### src/rtl/pc_redirect_ctrl.sv
// rtl/pc_redirect_ctrl.sv - next-PC controller with fixed-priority redirect arbitration
//
// Owns the architectural fetch PC. It advances the PC by 4 on each accepted
// fetch. On a redirect it loads the winning target, bumps the fetch epoch and
// emits a registered one-cycle flush tagged with the winning source.
//
// Optional feature macro: PC_CTRL_MISALIGN_CHECK_EN
//   defined   : a misaligned winning target diverts the PC to TRAP_VEC and
//               raises misalign_exc/misalign_tval alongside the flush.
//   undefined : target bits [1:0] are forced to zero, and misalign outputs are tied 0.
//
// Ports:
//   clk, rst          clock, asynchronous active-high reset
//   i_redir_valid     per-source redirect request (index 0 = highest priority)
//   i_redir_target    source i target in bits [i*XLEN +: XLEN]
//   o_redir_grant     combinational one-hot winner, 0 if no request
//   o_fetch_valid     fetch_pc valid toward ifetch
//   i_fetch_ready     ifetch accepts fetch_pc
//   o_fetch_pc        current fetch PC
//   o_fetch_epoch     epoch of o_fetch_pc
//   o_flush           one-cycle pipeline flush pulse
//   o_flush_src       one-hot source of the flush, 0 when no flush
//   o_misalign_exc    misaligned redirect, pulses with o_flush
//   o_misalign_tval   offending target, valid with o_misalign_exc

module pc_redirect_ctrl #(
  parameter int          XLEN     = 32,
  parameter int          NSRC     = 3,
  parameter int          EPOCH_W  = 4,
  parameter logic [31:0] RESET_PC = 32'h0000_0000,
  parameter logic [31:0] TRAP_VEC = 32'h0000_0100
) (
  input  logic                 clk,
  input  logic                 rst,
  input  logic [NSRC-1:0]      i_redir_valid,
  input  logic [NSRC*XLEN-1:0] i_redir_target,
  output logic [NSRC-1:0]      o_redir_grant,
  output logic                 o_fetch_valid,
  input  logic                 i_fetch_ready,
  output logic [XLEN-1:0]      o_fetch_pc,
  output logic [EPOCH_W-1:0]   o_fetch_epoch,
  output logic                 o_flush,
  output logic [NSRC-1:0]      o_flush_src,
  output logic                 o_misalign_exc,
  output logic [XLEN-1:0]      o_misalign_tval
);

  typedef enum logic [1:0] {
    BOOT  = 2'd0,
    RUN   = 2'd1,
    FLUSH = 2'd2
  } state_t;

  state_t              r_state;
  state_t              w_state_nxt;
  logic [XLEN-1:0]     r_pc;
  logic [XLEN-1:0]     w_pc_nxt;
  logic [EPOCH_W-1:0]  r_epoch;
  logic [EPOCH_W-1:0]  w_epoch_nxt;
  logic [NSRC-1:0]     r_flush_src;
  logic [NSRC-1:0]     w_flush_src_nxt;

  logic [NSRC-1:0]     w_grant;
  logic [XLEN-1:0]     w_target;
  logic                w_any_redir;
  logic [XLEN-1:0]     w_redir_pc;
  logic                w_misalign;

  // Priority pick: scanning from the top down lets the lowest set index win.
  always_comb begin
    w_grant = '0;
    for (int i = NSRC - 1; i >= 0; i--) begin
      if (i_redir_valid[i]) begin
        w_grant    = '0;
        w_grant[i] = 1'b1;
      end
    end
  end

  always_comb begin
    w_target = '0;
    for (int i = 0; i < NSRC; i++) begin
      if (w_grant[i]) begin
        w_target = i_redir_target[i*XLEN +: XLEN];
      end
    end
  end

  assign w_any_redir   = |i_redir_valid;
  assign o_redir_grant = w_grant;

`ifdef PC_CTRL_MISALIGN_CHECK_EN
  logic            r_misalign_exc;
  logic [XLEN-1:0] r_misalign_tval;

  assign w_misalign = w_any_redir && (w_target[1:0] != 2'b00);
  assign w_redir_pc = w_misalign ? XLEN'(TRAP_VEC) : w_target;

  always_ff @(posedge clk or posedge rst) begin
    if (rst) begin
      r_misalign_exc  <= 1'b0;
      r_misalign_tval <= '0;
    end else begin
      r_misalign_exc  <= w_misalign;
      r_misalign_tval <= w_misalign ? w_target : '0;
    end
  end

  assign o_misalign_exc  = r_misalign_exc;
  assign o_misalign_tval = r_misalign_tval;
`else
  logic w_unused;

  assign w_misalign      = 1'b0;
  assign w_redir_pc      = {w_target[XLEN-1:2], 2'b00};
  assign w_unused        = ^{TRAP_VEC, w_target[1:0], w_misalign};
  assign o_misalign_exc  = 1'b0;
  assign o_misalign_tval = '0;
`endif

  // The redirect is taken identically from every state. A redirect coinciding
  // with a RUN handshake still wins the PC update, so no +4 is applied.
  always_comb begin
    w_state_nxt     = r_state;
    w_pc_nxt        = r_pc;
    w_epoch_nxt     = r_epoch;
    w_flush_src_nxt = '0;
    if (w_any_redir) begin
      w_state_nxt     = FLUSH;
      w_pc_nxt        = w_redir_pc;
      w_epoch_nxt     = r_epoch + EPOCH_W'(1);
      w_flush_src_nxt = w_grant;
    end else begin
      case (r_state)
        BOOT:  w_state_nxt = RUN;
        RUN: begin
          if (i_fetch_ready) begin
            w_pc_nxt = r_pc + XLEN'(4);
          end
        end
        FLUSH: w_state_nxt = RUN;
        default: w_state_nxt = BOOT;
      endcase
    end
  end

  always_ff @(posedge clk or posedge rst) begin
    if (rst) begin
      r_state     <= BOOT;
      r_pc        <= XLEN'(RESET_PC);
      r_epoch     <= '0;
      r_flush_src <= '0;
    end else begin
      r_state     <= w_state_nxt;
      r_pc        <= w_pc_nxt;
      r_epoch     <= w_epoch_nxt;
      r_flush_src <= w_flush_src_nxt;
    end
  end

  assign o_fetch_valid = (r_state == RUN);
  assign o_flush       = (r_state == FLUSH);
  assign o_fetch_pc    = r_pc;
  assign o_fetch_epoch = r_epoch;
  assign o_flush_src   = r_flush_src;

endmodule

### config.mk
export PLATFORM = sky130hd
export DESIGN_NAME = pc_redirect_ctrl
export DESIGN_NICKNAME = d
export VERILOG_FILES = /design/src/rtl/pc_redirect_ctrl.sv
export SDC_FILE = /design/constraint.sdc
export NUM_CORES = 1
export LEC_CHECK = 0
export ABC_AREA = 1
export ABC_CLOCK_PERIOD_IN_PS = 1310
export CELL_PAD_IN_SITES_DETAIL_PLACEMENT = 0
export CELL_PAD_IN_SITES_GLOBAL_PLACEMENT = 1
export CORE_ASPECT_RATIO = 0.6
export CORE_MARGIN = 2
export CORE_UTILIZATION = 24
export CTS_CLUSTER_DIAMETER = 120
export DETAILED_ROUTE_END_ITERATION = 12
export HOLD_SLACK_MARGIN = 0.15
export PLACE_DENSITY = 0.86
export RECOVER_POWER = 25
export SLEW_MARGIN = 20
export SYNTH_ARGS = -nofsm -noshare
export SYNTH_HDL_FRONTEND = slang
export SYNTH_SLANG_ARGS = --single-unit
### constraint.sdc
create_clock -name clk -period 1.31 [get_ports clk]
set_input_delay 0.3275 -clock clk [delete_from_list [all_inputs] [get_ports clk]]
set_output_delay 0.3275 -clock clk [all_outputs]
set_load 0.02 [all_outputs]
# == After elaboration in Yosys (flattened, before gate mapping) ==
# Cells that the tools add are included.
# totals
reg_bits,41
input_bits,102
wordCells,27
# classes
n_addsub,2
eq_ne,3
mux,12
n_reduce_logical,6
# ops
op,n
two-way mux 32 bit,6
adder 32 x 3 -> 32 bit (second input constant),1
two-way mux 3 bit,4
adder 4 x 1 -> 4 bit (second input constant),1
one-hot mux 2 bit (2 select lines),1
nonzero test 2 bit,2
OR reduction 3 bit,1
== test 2 x 1 -> 1 bit (second input constant),1
== test 2 bit (second input constant),1
logical NOT 2 bit,1
two-way mux 2 bit,1
inequality test 2 x 1 -> 1 bit (second input constant),1
AND reduction 2 bit,1
OR reduction 2 bit,1

# == Longest topological paths before layout ==
# Gate-level depths: netlist of run 1.
# logic_depth
depth_word,7
mapped_depth,9
mapped_depth_nobuf,9

# == Worst setup path before layout of run 1 ==
# Ideal clock, no wire load.
# synth_timing
kind,register -> register
start,register r_pc[3] (netlist: o_fetch_pc[3])
end,register r_pc[22] (netlist: o_fetch_pc[22])
setup_ps,73
arrival_time_ps,1461
t_required_ps,1237
path_slack_ps,-224
path_stages_with_launch,10
n_path_buf,0
synth_period_minus_slack_ps,1534
path_cell_list,dfrtp_1 > ha_1 > nand2_1 > nor2_4 > nand2_4 > nor2_4 > nand2_1 > nand2_1 > nand3_2 > a21oi_2
# synth_via
elab_chain_len,4
# synth_lines
element,line,rtl
"start, declared",56,logic [XLEN-1:0] r_pc;
"start signal, assigned",150,r_pc <= XLEN'(RESET_PC);
"start signal, assigned",155,r_pc <= w_pc_nxt;
adder 32 x 3 -> 32 bit,138,w_pc_nxt = r_pc + XLEN'(4);
two-way mux 32 bit,137,if (i_fetch_ready) begin
two-way mux 32 bit,134,case (r_state)
two-way mux 32 bit,128,if (w_any_redir) begin
# No other way between the ends. The select of a mux whose other input is x is not followed.
# A chain may end at the register's enable or synchronous reset.

# == Worst setup path after layout of run 1 ==
# layout_timing
start,register r_pc[2] (netlist: o_fetch_pc[2])
end,register r_pc[26] (netlist: o_fetch_pc[26])
# Same word-level chain as after synthesis.

==> impl_metrics.yaml, run 1 <==
run_status:
  run_status: "finished with violations"
  violations: "negative setup slack"
place:
  dp_slack_ps: -828
  dp_hpwl_um: 10100
  numPortBuffers: 137
  place_inst: 898
  gp_congestion: 0.826
critical_path:
  required_ps: 1520
  cp.buffers_inverters: 0
  crit_slowest_cell: "dfrtp_2"
  crit_chain: "ha_4 -> nand2_4 -> nor2_4 -> nand2_4 -> nor2_4 -> nand2_1 -> nand2_1 -> nand3_2 -> a21oi_2"
  worstPathMaxFanout: 5
  rr_worst_depth: 9
  endpoint: "o_fetch_pc[26]"
  crit_arrival_ps: 1700
  cp.depth: 9
  crit_family: "simple AND/OR/NAND/NOR gates"
  reg2reg_from: "o_fetch_pc[2]"
  ff2ff_setup_slack_ps: -180
  worstSetupEndpointType: "register"
  cp_slowest_stage_delay_ps: 410
  r2r-end: "o_fetch_pc[26]"
  critPathKind: "reg2reg"
  worst_setup_path_start_kind: "register"
  startpoint: "o_fetch_pc[2]"
power_and_ir_drop:
  p_clk_share_pct: 25.3
  max-vdd-ir-drop_uv: 522
  switching_power_mw: 1.90
  powerDensity_nw_per_um2: 867
  p_leak_nw: 2.78
  p_sw_share_pct: 35.9
  share_seq_of_total_power_pct: 30.0
  combPwrFrac_pct: 44.8
  p_int_mw: 3.40
routing:
  wire_per_inst_um: 14.5
  vias: 4011
  dr.pass1.iters: 4
  drt-met1-wl_um: 6690
  drtIter0Drc: 307
  highest_layer: "met4"
  wl_met2_um: 5510
  drc: 0
  drt_wl_total_um: 13500
  wl_met3_um: 1100
  final_antenna_net_count: 0
  via_per_inst: 4.30
floorplan:
  die_area_um2: 15100
  start_util_pct: 24.7
  dieWidth_um: 157
  die_h_um: 96.0
  num_rows: 33
  coreArea_um2: 13700
  io_pins: 179
sta:
  finalSetupViolations: 37
  max_freq_ghz: 0.672
  layout_setup_ws_ps: -178
  tns_ps: -3670
  tightest_slew_ps: 630
  hold_viol_final: 0
  drv_slew: 0
  relSlewSlack_pct: 58.0
  grt_setup_unrepaired: "true"
  hold_slack_ps: 505
  clock_skew_ps: 9.59
  fin_crit_sh_pct: 114
  fin_crit_ps: 1490
yosys:
  synth_top_area_share_pct: 28.8
  ys_types: 40
  syn_inst: 511
  yosysSeqAreaShare_pct: 28.8
  synth_seq_cells: 39
  ys_warn_count: 0
  yosysMostFrequentCell: "nand2_1"
  netlist_area_um2: 3380
  avgSynthCellArea_um2: 6.62
  yosys.area.top_type: "dfrtp_1"
  synth-main-ff-cell: "dfrtp_1"
  async_reset_ff_share_pct: 100
  synth-edff-count: 0
  synth_area_leaders: "dfrtp_1, nand2_1, buf_4"
  synth_common_cells: "nand2_1, nor2_1, nand3_1"
grt:
  grt_pass1_wl_um: 20400
  grt_usage_pct: 17.8
  grt_remaining_overflow: 0
  grt_max_degree: 40
  antenna_found_initial: 0
  grt_pass1_vias: 3761
flow_run:
  drv_cap: 0
final_layout:
  final_cells: 933
  fin_nets: 844
  drive_gt1_share_pct: 34.8
  antenna_cells: 0
  syn2layout_area_growth_pct: 80.6
  fillerInstances: 1437
cts:
  cts_buffers: 5
  clkLatencyLatePin_ps: 290
  cts-root-buf: "clkbuf_16"
  cts_max_level: 2
  cts_tree: "done"
  clk_pin_slew_worst_paths_ps: 70
  cts.sinks: 39
  clk_path_buf_depth: 2
worst_hold_path:
  hp-class: "reg2reg"
  min_from: "r_state[1]"
## cells by family after synthesis
group / count (synthesis) / share of synthesized area (%)
buffers and inverters: 95 / 16.3
and+or+nand+nor: 299 / 40.9
xor gates and xnor gates: 4 / 1.04
adders and majority gates: 2 / 0.739
DFF: 39 / 28.8
AOI/OAI and AO/OA: 71 / 12.1
other: 1 / 0.111
## state kept, by name, summed over array words and instances (netlist names)
name,cells
o_fetch_epoch,4
o_fetch_pc,30
o_flush_src,3
r_state,2
## timing repair
item / CTS / global route
endpoints found under the setup margin: 76 / 57
gates resized for setup: 208 / 71
buffers inserted: 14 / 18
pin swaps: 23 / 23
hold buffers: 0 / 0
cloned: 1 / 2
## placed cells by master, fill, tap and decap left out, drive strengths merged
master,instances
a211oi,2
clkdlybuf4s50,90
nand3b,1
dlygate4sd3,1
dlygate4sd2,2
xor2,2
a22o,3
nand2,163
inv,40
o31ai,1
clkinv,2
o21ai,11
conb,35
a31oi,6
o211ai,1
a221oi,1
a21oi,40
a41oi,1
nor3b,1
clkdlybuf4s15,7
o22ai,1
clkbuf,15
o21bai,3
ha,2
nand4,1
nor2,78
and2,1
xnor2,2
buf,133
dfrtp,39
clkinvlp,1
a22oi,1
nand3,54
## how the worst min path moves through the flow
| stage | cells after the start | end |
|---|---|---|
| detailed placement | 1 | r_state[0] |
| floorplan | 1 | r_state[0] |
| global route | 1 | r_state[0] |
| global placement | 1 | r_state[0] |
| CTS | 3 | r_state[1] |
| finish | 1 | r_state[0] |
## per-layer routing
layer,vias up,GRT usage (%)
met2,147,25.7
met3,16,4.37
li1,2040,-
met5,-,0
met4,0,3.41
met1,1808,26.6
## stage by stage
step	instance area (µm²)	power (mW)	util (%)
floorplan	3550	2.61	-
finish	6110	5.30	44.6
global route	6110	5.60	44.6
global placement	5360	3.74	39.1
detailed placement	5360	3.76	39.1
CTS	5890	5.20	42.9
## power by group through the flow
| stage | clock network (mW) | registers (mW) | logic [mW] |
|---|---|---|---|
| after floorplan | 0 | 1.83 | 0.783 |
| after global placement | 0 | 1.60 | 2.15 |
| after detailed placement | 0 | 1.59 | 2.17 |
| after CTS | 1.36 | 1.58 | 2.26 |
| after global routing | 1.42 | 1.61 | 2.57 |
| final | 1.34 | 1.59 | 2.37 |
## final cells by class
cell class / instances / area, µm² / share of cell area (%)
Sequential cell: 39 / 998 / 16.3
Tap cell: 192 / 240 / 3.93
Clock buffer: 7 / 153 / 2.50
Timing Repair Buffer: 241 / 2300 / 37.6
Inverter: 40 / 163 / 2.66
Timing Repair inverter: 2 / 17.5 / 0.287
Clock inverter: 1 / 7.51 / 0.123
Multi-Input combinational cell: 411 / 2230 / 36.5
Note: power is estimated with default switching activity, not from simulation.
==> run 2: changes to the inputs <==
--- a/config.mk
+++ b/config.mk
@@ -6,7 +6,7 @@
 export NUM_CORES = 1
 export LEC_CHECK = 0
 export ABC_AREA = 1
-export ABC_CLOCK_PERIOD_IN_PS = 1310
+export CAP_MARGIN = 20
 export CELL_PAD_IN_SITES_DETAIL_PLACEMENT = 0
 export CELL_PAD_IN_SITES_GLOBAL_PLACEMENT = 1
 export CORE_ASPECT_RATIO = 0.6
@@ -14,6 +14,7 @@
 export CORE_UTILIZATION = 24
 export CTS_CLUSTER_DIAMETER = 120
 export DETAILED_ROUTE_END_ITERATION = 12
+export GPL_TIMING_DRIVEN = 0
 export HOLD_SLACK_MARGIN = 0.15
 export PLACE_DENSITY = 0.86
 export RECOVER_POWER = 25
==> run 2 against run 1 <==
The run still ends with negative setup slack left. Total power decreased by 3.1%. Critical path depth unchanged. Clock skew grew 0.96 ps. Global-route usage up 0.90 points. Die area did not move. Routed wire length up 5.7%. First-iteration DRC count shrank 16%. Clock power rose by 8%. Final area fell by 2.9%. Register-to-register slack got worse by 70 ps. Critical endpoint is now o_fetch_pc[30]. Highest routed layer unchanged.
==> impl_metrics.yaml, run 2 (same netlist as run 1, synthesis figures left out) <==
floorplan:
  coreArea_um2: 13700
  start_util_pct: 24.7
  die_area_um2: 15100
  io_pins: 179
  die_h_um: 96.0
  dieWidth_um: 157
  num_rows: 33
routing:
  vias: 4023
  drc: 0
  final_antenna_net_count: 0
  wire_per_inst_um: 15.3
  via_per_inst: 4.32
  drtIter0Drc: 258
  drt_wl_total_um: 14300
  dr.pass1.iters: 5
sta:
  grt_setup_unrepaired: "true"
  hold_slack_ps: 229
  tns_ps: -4600
  fin_crit_ps: 1550
  fin_crit_sh_pct: 119
  drv_slew: 0
  layout_setup_ws_ps: -243
  max_freq_ghz: 0.644
  clock_skew_ps: 10.5
  finalSetupViolations: 34
  relSlewSlack_pct: 46.0
  tightest_slew_ps: 809
  hold_viol_final: 0
power_and_ir_drop:
  total_power_mw: 5.13
  p_leak_nw: 2.76
  powerDensity_nw_per_um2: 865
  max-vdd-ir-drop_uv: 566
worst_hold_path:
  min_from: "i_redir_valid[0]"
  hp-class: "in2reg"
  min_to: "o_flush_src[0]"
  min_path_cells: 2
grt:
  grt_pass1_wl_um: 21100
  grt_usage_pct: 18.7
  grt_pass1_vias: 3741
  grt_remaining_overflow: 0
  grt_max_degree: 23
  antenna_found_initial: 0
final_layout:
  syn2layout_area_growth_pct: 75.3
  final_cells: 932
  mostFrequentLayoutCells: "nand2_1, clkdlybuf4s50_1, buf_4, nor2_1, nand3_1"
  drive_gt1_share_pct: 35.3
  final_core_util_pct: 43.3
  fillerInstances: 1434
  largest_reg_flops: 30
  final_common_cell: "nand2_1"
  fin_nets: 843
  design_area_um2: 5930
  antenna_cells: 0
run_status:
  run_status: "finished with violations"
  violations: "negative setup slack"
critical_path:
  required_ps: 1520
  rr_worst_depth: 9
  critPathKind: "reg2reg"
  worstPathMaxFanout: 5
  ff2ff_setup_slack_ps: -240
  reg2reg_from: "o_fetch_pc[3]"
  r2r-end: "o_fetch_pc[30]"
  crit_arrival_ps: 1760
  worst_setup_path_start_kind: "register"
  worstSetupEndpointType: "register"
cts:
  ctsHoldBuffers: 0
  cts.sinks: 39
  cts_max_level: 2
  clk_path_buf_depth: 2
  cts_tree: "done"
  cts_buffers: 5
  cts-root-buf: "clkbuf_16"
  clk_pin_slew_worst_paths_ps: 70
  clkLatencyLatePin_ps: 290
place:
  placed_cell_area_um2: 5180
  dp_slack_ps: -1100
  gp_congestion: 0.848
  dp_hpwl_um: 10800
  place_inst: 874
  numPortBuffers: 136
flow_run:
  drv_cap: 0
[run 2: cell type report]
cell class / instances / area (µm²) / share of cell area, %
buffer: 55 / 428 / 7.21
clock buffer: 5 / 125 / 2.11
clock inverter: 3 / 43.8 / 0.738
inverter: 40 / 159 / 2.68
multi-input combinational: 411 / 2220 / 37.5
sequential: 39 / 1010 / 17.0
tap: 192 / 240 / 4.05
timing repair buffer: 187 / 1700 / 28.7
[run 2: worst max-delay path by stage]
stage,start,end,slack (ps),cells after the start
after floorplan,o_fetch_pc[3],o_fetch_pc[22],-90,9
after global placement,i_redir_valid[1],o_redir_grant[1],-1100,6
after detailed placement,i_redir_valid[1],o_redir_grant[1],-1100,6
after CTS,o_fetch_pc[2],o_fetch_pc[28],-210,9
after global routing,o_fetch_pc[3],o_fetch_pc[30],-310,9
final,o_fetch_pc[3],o_fetch_pc[30],-240,9
[run 2: worst max-delay path, stage by stage, from the launching register on]
cell	delay, ps
dfrtp_2	410
ha_4	170
nand2_4	50
nor2_4	210
nand2_4	130
nor2_4	190
nand2_1	80
nand2_1	60
nand3_1	60
a21oi_1	120
[run 2: power breakdown]
part / switching, mW / internal, mW
clock network: 0.550 / 0.900
logic: 1.09 / 0.941
registers: 0.249 / 1.41
[run 2: per-layer routing]
layer  GRT usage (%)  vias up  wire length [µm]
met1            28.1     1839              7080
met3            4.82        5              1140
met5               0        -                 0
li1                -     2022                 -
met2            27.1      157              5970
met4            2.42        0                61
[run 2: timing repair]
| action | 4_1_cts | 5_1_grt |
|---|---|---|
| gates cloned | 2 | 0 |
| endpoints found under the hold margin | 0 | 0 |
| pin swaps | 28 | 35 |
| endpoints found under the setup margin | 77 | 43 |
| setup buffers | 28 | 20 |
| gates resized for setup | 233 | 59 |
==> run 3: changes to the inputs <==
--- a/config.mk
+++ b/config.mk
@@ -6,7 +6,6 @@
 export NUM_CORES = 1
 export LEC_CHECK = 0
 export ABC_AREA = 1
-export CAP_MARGIN = 20
 export CELL_PAD_IN_SITES_DETAIL_PLACEMENT = 0
 export CELL_PAD_IN_SITES_GLOBAL_PLACEMENT = 1
 export CORE_ASPECT_RATIO = 0.6
@@ -18,7 +17,6 @@
 export HOLD_SLACK_MARGIN = 0.15
 export PLACE_DENSITY = 0.86
 export RECOVER_POWER = 25
-export SLEW_MARGIN = 20
 export SYNTH_ARGS = -nofsm -noshare
 export SYNTH_HDL_FRONTEND = slang
 export SYNTH_SLANG_ARGS = --single-unit
==> run 3 against run 2 <==
The run still ends with negative setup slack left. Sequential power about the same. Clock power about the same. Total power decreased by 0.62%. Critical path depth decreased by 2.
==> impl_metrics.yaml, run 3 (same netlist as run 1, synthesis figures left out) <==
critical_path:
  worstPathMaxFanout: 5
  worst_setup_path_start_kind: "register"
  critPathKind: "reg2reg"
  crit_arrival_ps: 1710
  required_ps: 1520
  worstSetupEndpointType: "register"
place:
  place_inst: 873
  dp_slack_ps: -1100
  gp_congestion: 0.848
  dp_hpwl_um: 10700
  numPortBuffers: 136
  placed_cell_area_um2: 5150
routing:
  drtIter0Drc: 231
  via_per_inst: 4.33
  drc: 0
  vias: 4009
  dr.pass1.iters: 4
  drt_wl_total_um: 14000
  wire_per_inst_um: 15.1
  final_antenna_net_count: 0
final_layout:
  fin_nets: 836
  multi_input_area_um2: 2240
  antenna_cells: 0
  drive_gt1_share_pct: 34.8
  regArea_um2: 1010
  fillerInstances: 1435
  largest_reg_flops: 30
  design_area_um2: 5890
  final_common_cell: "nand2_1"
  final_cells: 925
  syn2layout_area_growth_pct: 74.1
  mostFrequentLayoutCells: "nand2_1, clkdlybuf4s50_1, buf_4, nor2_1, nand3_1"
cts:
  cts-root-buf: "clkbuf_16"
  cts.sinks: 39
  clk_pin_slew_worst_paths_ps: 60
  clkLatencyLatePin_ps: 290
  clk_path_buf_depth: 2
  cts_tree: "done"
  cts_max_level: 2
  cts_buffers: 5
worst_hold_path:
  hp-class: "in2reg"
floorplan:
  io_pins: 179
  start_util_pct: 24.7
  die_area_um2: 15100
  num_rows: 33
  die_h_um: 96.0
  dieWidth_um: 157
  coreArea_um2: 13700
power_and_ir_drop:
  max-vdd-ir-drop_uv: 548
  p_leak_nw: 2.74
  powerDensity_nw_per_um2: 866
  total_power_mw: 5.10
run_status:
  violations: "negative setup slack"
  run_status: "finished with violations"
sta:
  tightest_slew_ps: 881
  tns_ps: -3950
  drv_slew: 0
  finalSetupViolations: 34
  layout_setup_ws_ps: -195
  fin_crit_sh_pct: 115
  clock_skew_ps: 9.88
  grt_setup_unrepaired: "true"
  fin_crit_ps: 1510
  hold_viol_final: 0
  relSlewSlack_pct: 41.1
  max_freq_ghz: 0.664
grt:
  grt_max_degree: 40
  grt_pass1_wl_um: 20900
  top_usage_layer: "met1"
  grt_pass1_vias: 3786
  met3_usage_pct: 4.05
  antenna_found_initial: 0
  met2_usage_pct: 27.1
  grt_usage_pct: 18.4
  grt_remaining_overflow: 0
  met1_usage_pct: 27.9
flow_run:
  drv_cap: 0
==> run 3: path summary, 6_finish.rpt <==
kind | slack, ps | from | end | cells after the start
setup / recovery | -200 | o_fetch_pc[2] | o_fetch_pc[13] | 7
hold / removal | 230 | i_redir_valid[0] | o_flush_src[0] | 2
setup reg to reg | -200 | o_fetch_pc[2] | o_fetch_pc[13] | 7
hold reg to reg | 470 | r_state[1] | r_state[0] | 1
max in group asynchronous | 110 | rst | o_fetch_pc[15] | 2
min in group asynchronous | 590 | rst | o_fetch_pc[9] | 2
==> run 3: layout make-up <==
class / instances / area share (%)
clock inverter: 3 / 0.743
timing repair buffer: 180 / 27.8
clock buffer: 5 / 2.12
buffer: 55 / 7.37
tap: 192 / 4.08
multi-input combinational: 411 / 38.1
inverter: 40 / 2.74
sequential: 39 / 17.1
==> run 3: critical path, stage by stage (launching register included) <==
cell and delay [ps]:
dfrtp_2 400, inv_1 130, nor2_4 230, nand2_4 130, buf_4 150, o21bai_1 120
nand3_1 110, a21oi_2 150
==> run 3: what timing repair did <==
item / CTS / global route
buffers inserted: 28 / 15
gates cloned: 0 / 1
gates resized for setup: 222 / 67
setup endpoints to repair: 77 / 80
hold buffers: 0 / 0
pin swaps: 20 / 18
endpoints found under the hold margin: 0 / 0
==> run 3: per-layer routing <==
| layer | vias up | part of all wire, % |
|---|---|---|
| met4 | 0 | 0.40 |
| met1 | 1836 | 50 |
| met2 | 161 | 42 |
| met3 | 5 | 7.9 |
| li1 | 2007 | - |
| met5 | - | 0 |
==> run 3: where the power goes <==
| part | switching, mW | internal (mW) | total [mW] |
|---|---|---|---|
| clock network | 0.541 | 0.900 | 1.44 |
| registers | 0.252 | 1.41 | 1.66 |
| logic | 1.08 | 0.929 | 2.00 |
==> run 3: stage by stage <==
step / hold slack, ps / util, %
2_1_floorplan: 442 / -
4_1_cts: 267 / 40.6
3_5_place_dp: 456 / 37.6
3_3_place_gp: 447 / 37.6
5_1_grt: 239 / 43.0
6_report: 231 / 43.0
==> patch (settings of run 1) <==
Add a define of `PC_CTRL_MISALIGN_CHECK_EN`.
--- a/src/rtl/pc_redirect_ctrl.sv
+++ b/src/rtl/pc_redirect_ctrl.sv
@@ -22,6 +22,8 @@
 //   o_flush_src       one-hot source of the flush, 0 when no flush
 //   o_misalign_exc    misaligned redirect, pulses with o_flush
 //   o_misalign_tval   offending target, valid with o_misalign_exc
+
+`define PC_CTRL_MISALIGN_CHECK_EN
 
 module pc_redirect_ctrl #(
   parameter int          XLEN     = 32,
Function: changed (Yosys sat finds a counterexample within 4 cycles, from zero or initial values and one cycle with rst high).
==> patch against run 1 <==
The run still ends with setup timing left. Maximum frequency fell by 1.5%. Sequential cell count increased by 35. Setup slack worse by 0.023 ns. Clock power rose by 76%. Combinational power rose by 15%. Area after synthesis rose by 29%. Total power is 48% higher. Wire length grew 38%. Design area up 36%. Hold slack got worse by 0.22 ns. Global-route usage increased by 1.0 points. First-iteration DRC count decreased by 3.6%.
==> patch: results (changes against run 1) <==
- Largest fanout on the critical path: 4 (-1)
- Post-Syn Nets: 734
- Post-DP HPWL: 13.8 mm (+36%)
- DR iter-0 viols: 296 (-3.6%)
- Final hold viol count: 0 (unchanged)
- Slowest cell on crit path: dfrtp_2
- Vias per cell: 4.56 (+6.2%)
- Layout cells sized above 1: 0.393 (+0.0448)
- Status: complete, but fails checks
- Area contributors post-synth: dfrtp_1 (43%), nand2_1 (17%), nor2_1 (9.1%)
- Top cells by count, synth: nand2_1 (201), nor2_1 (105), dfrtp_1 (74)
- Peak VDD IR: 0.555 mV (+6.3%)
- Highest routed layer: met4
- CTS root buf: clkbuf_16
- Vias in the first global route: 5,176 (+38%)
- CTS HTree Levels: 3 (+1)
- Latest clock arrival within the worst-skew pair: 0.35 ns (+0.06 ns)
- Fillers: 1,726 (+20%)
- Met3 routed WL: 1.90 mm (+73%)
- Placed cell count: 1,127 (+26%)
- Cell family with most CP delay: simple AND/OR/NAND/NOR gates
- Adder-Cell Fraction of Synth Area: 0.00575 (-0.00165)
- Ys Warns: 0 (unchanged)
- Netlist cell types: 31 (-23%)
- Pin count of the biggest net entering global routing: 30 (-25%)
- Main synth FF type: dfrtp_1
- Worst min path class: primary input to flip-flop
- Routability cong.: 0.857 (+3.7%)
- Final setup vio count: 47 (+27%)
- Number of buffer cells added on primary ports: 178 (+30%)
- N_diodes: 0 (unchanged)
- Drt pass-1 iters: 6 (+2)
- Post-layout nets: 1,038 (+23%)
- Vias: 5,382 (+34%)
- Post-Synth XOR/XNOR Area: 0.00603 (-0.00432)
- Slew HR: 0.543 (-0.0366)
- Total CTS buffers: 9 (+4)
- Synth Area in Compound Gates: 0.0928 (-0.0284)
- Initial antenna violation count: 0 (unchanged)
- Setup WS pre-CTS: -0.922 ns (-0.0937 ns)
- Met1 WL: 8.77 mm (+31%)
- Static leakage: 3.91 nW (+41%)
- WL final: 18.6 mm (+38%)
- Proportion of synthesized area in mux cells: 0 (unchanged)
- Met2 WL: 7.77 mm (+41%)
- Delay of the slowest critical-path stage: 0.41 ns (about the same)
- Global Route Usage Sum: 0.188 (+0.0105)
- Clk_skew: 0.0127 ns (+0.00306 ns)
- First-pass GRT wire length: 27.7 mm (+36%)
- Async S/R FF share, synth: 1.00 (unchanged)
- Final setup margin: -0.200 ns (-0.0226 ns)
- Failing checks: setup timing
- Post-Syn Area per Cell: 6.91 µm² (+4.3%)
- Clock Pin Slew Worst Setup and Hold Paths: 0.06 ns
- Sequential share of the synthesized area: 0.425 (+0.137)
- Crit path arrival time: 1.75 ns (+0.05 ns)
- Setup TNS: -4.98 ns (-1.31 ns)
## patch: cell count changes after synthesis, moves of 12 or more
cell	run 1	this run
nand3_1	49	61
o21ai_0	7	41
nor2_1	63	105
nand2_1	156	201
dfrtp_1	39	74
buf_4	41	5
a21oi_1	38	16
## patch: area by class of cell
cell class	count	area, µm²	share of cell area
Tap cell	240	300	0.0363
Timing Repair Buffer	322	3030	0.366
Clock inverter	4	28.8	0.00348
Inverter	44	191	0.0231
Clock buffer	12	246	0.0298
Sequential cell	74	1880	0.227
Multi-Input combinational cell	483	2600	0.314
## patch: per-stage QoR
stage | cell area (µm²) | total power [W]
global route | 8280 | 0.00824
floorplan | 4440 | 0.00382
CTS | 7850 | 0.00773
global placement | 7250 | 0.00529
finish | 8280 | 0.00785
detailed placement | 7250 | 0.00532
## patch: final timing paths
kind	from	endpoint	slack (ns)	depth (start not counted)
max in group asynchronous	rst	o_fetch_pc[23]	0.06	3
hold reg to reg	o_fetch_epoch[3]	o_fetch_epoch[3]	0.48	1
setup reg to reg	o_fetch_pc[3]	o_fetch_pc[24]	-0.20	11
setup / recovery	o_fetch_pc[3]	o_fetch_pc[24]	-0.20	11
min in group asynchronous	rst	o_fetch_pc[21]	0.61	3
hold / removal	i_redir_valid[0]	o_flush_src[0]	0.29	2
## patch: kinds of logic after synthesis
logic type,after synthesis
AOI/OAI and AO/OA,76
DFF,74
buffers and inverters,73
xor gates and xnor gates,3
adders and majority gates,2
and+or+nand+nor,402
## patch: worst register-to-register path, cell delays in order, from the launching register on
cell	delay (ns)
dfrtp_2	0.41
ha_4	0.16
nand2_4	0.05
nor2_4	0.12
nand2_4	0.08
nor2_4	0.17
buf_6	0.14
nand2_2	0.04
nand2_1	0.05
nand3_1	0.07
nand2_1	0.07
nand2_1	0.05
## patch: what timing repair did
action                     4_1_cts  5_1_grt
gates cloned                     2        2
resized for setup              355      173
pin swaps                       34       59
setup endpoints to repair      140      106
setup buffers                   13       26
hold buffers                     0        0
## patch: layer usage
metal | global-route usage | vias to the layer above
li1 | - | 2618
met1 | 0.272 | 2504
met2 | 0.276 | 245
met3 | 0.0591 | 15
met4 | 0.0340 | 0
met5 | 0 | -
## patch: where the power goes
part,switching [W],internal [W]
Clock,0.00102,0.00134
Sequential,0.000198,0.00256
Combinational,0.00136,0.00137
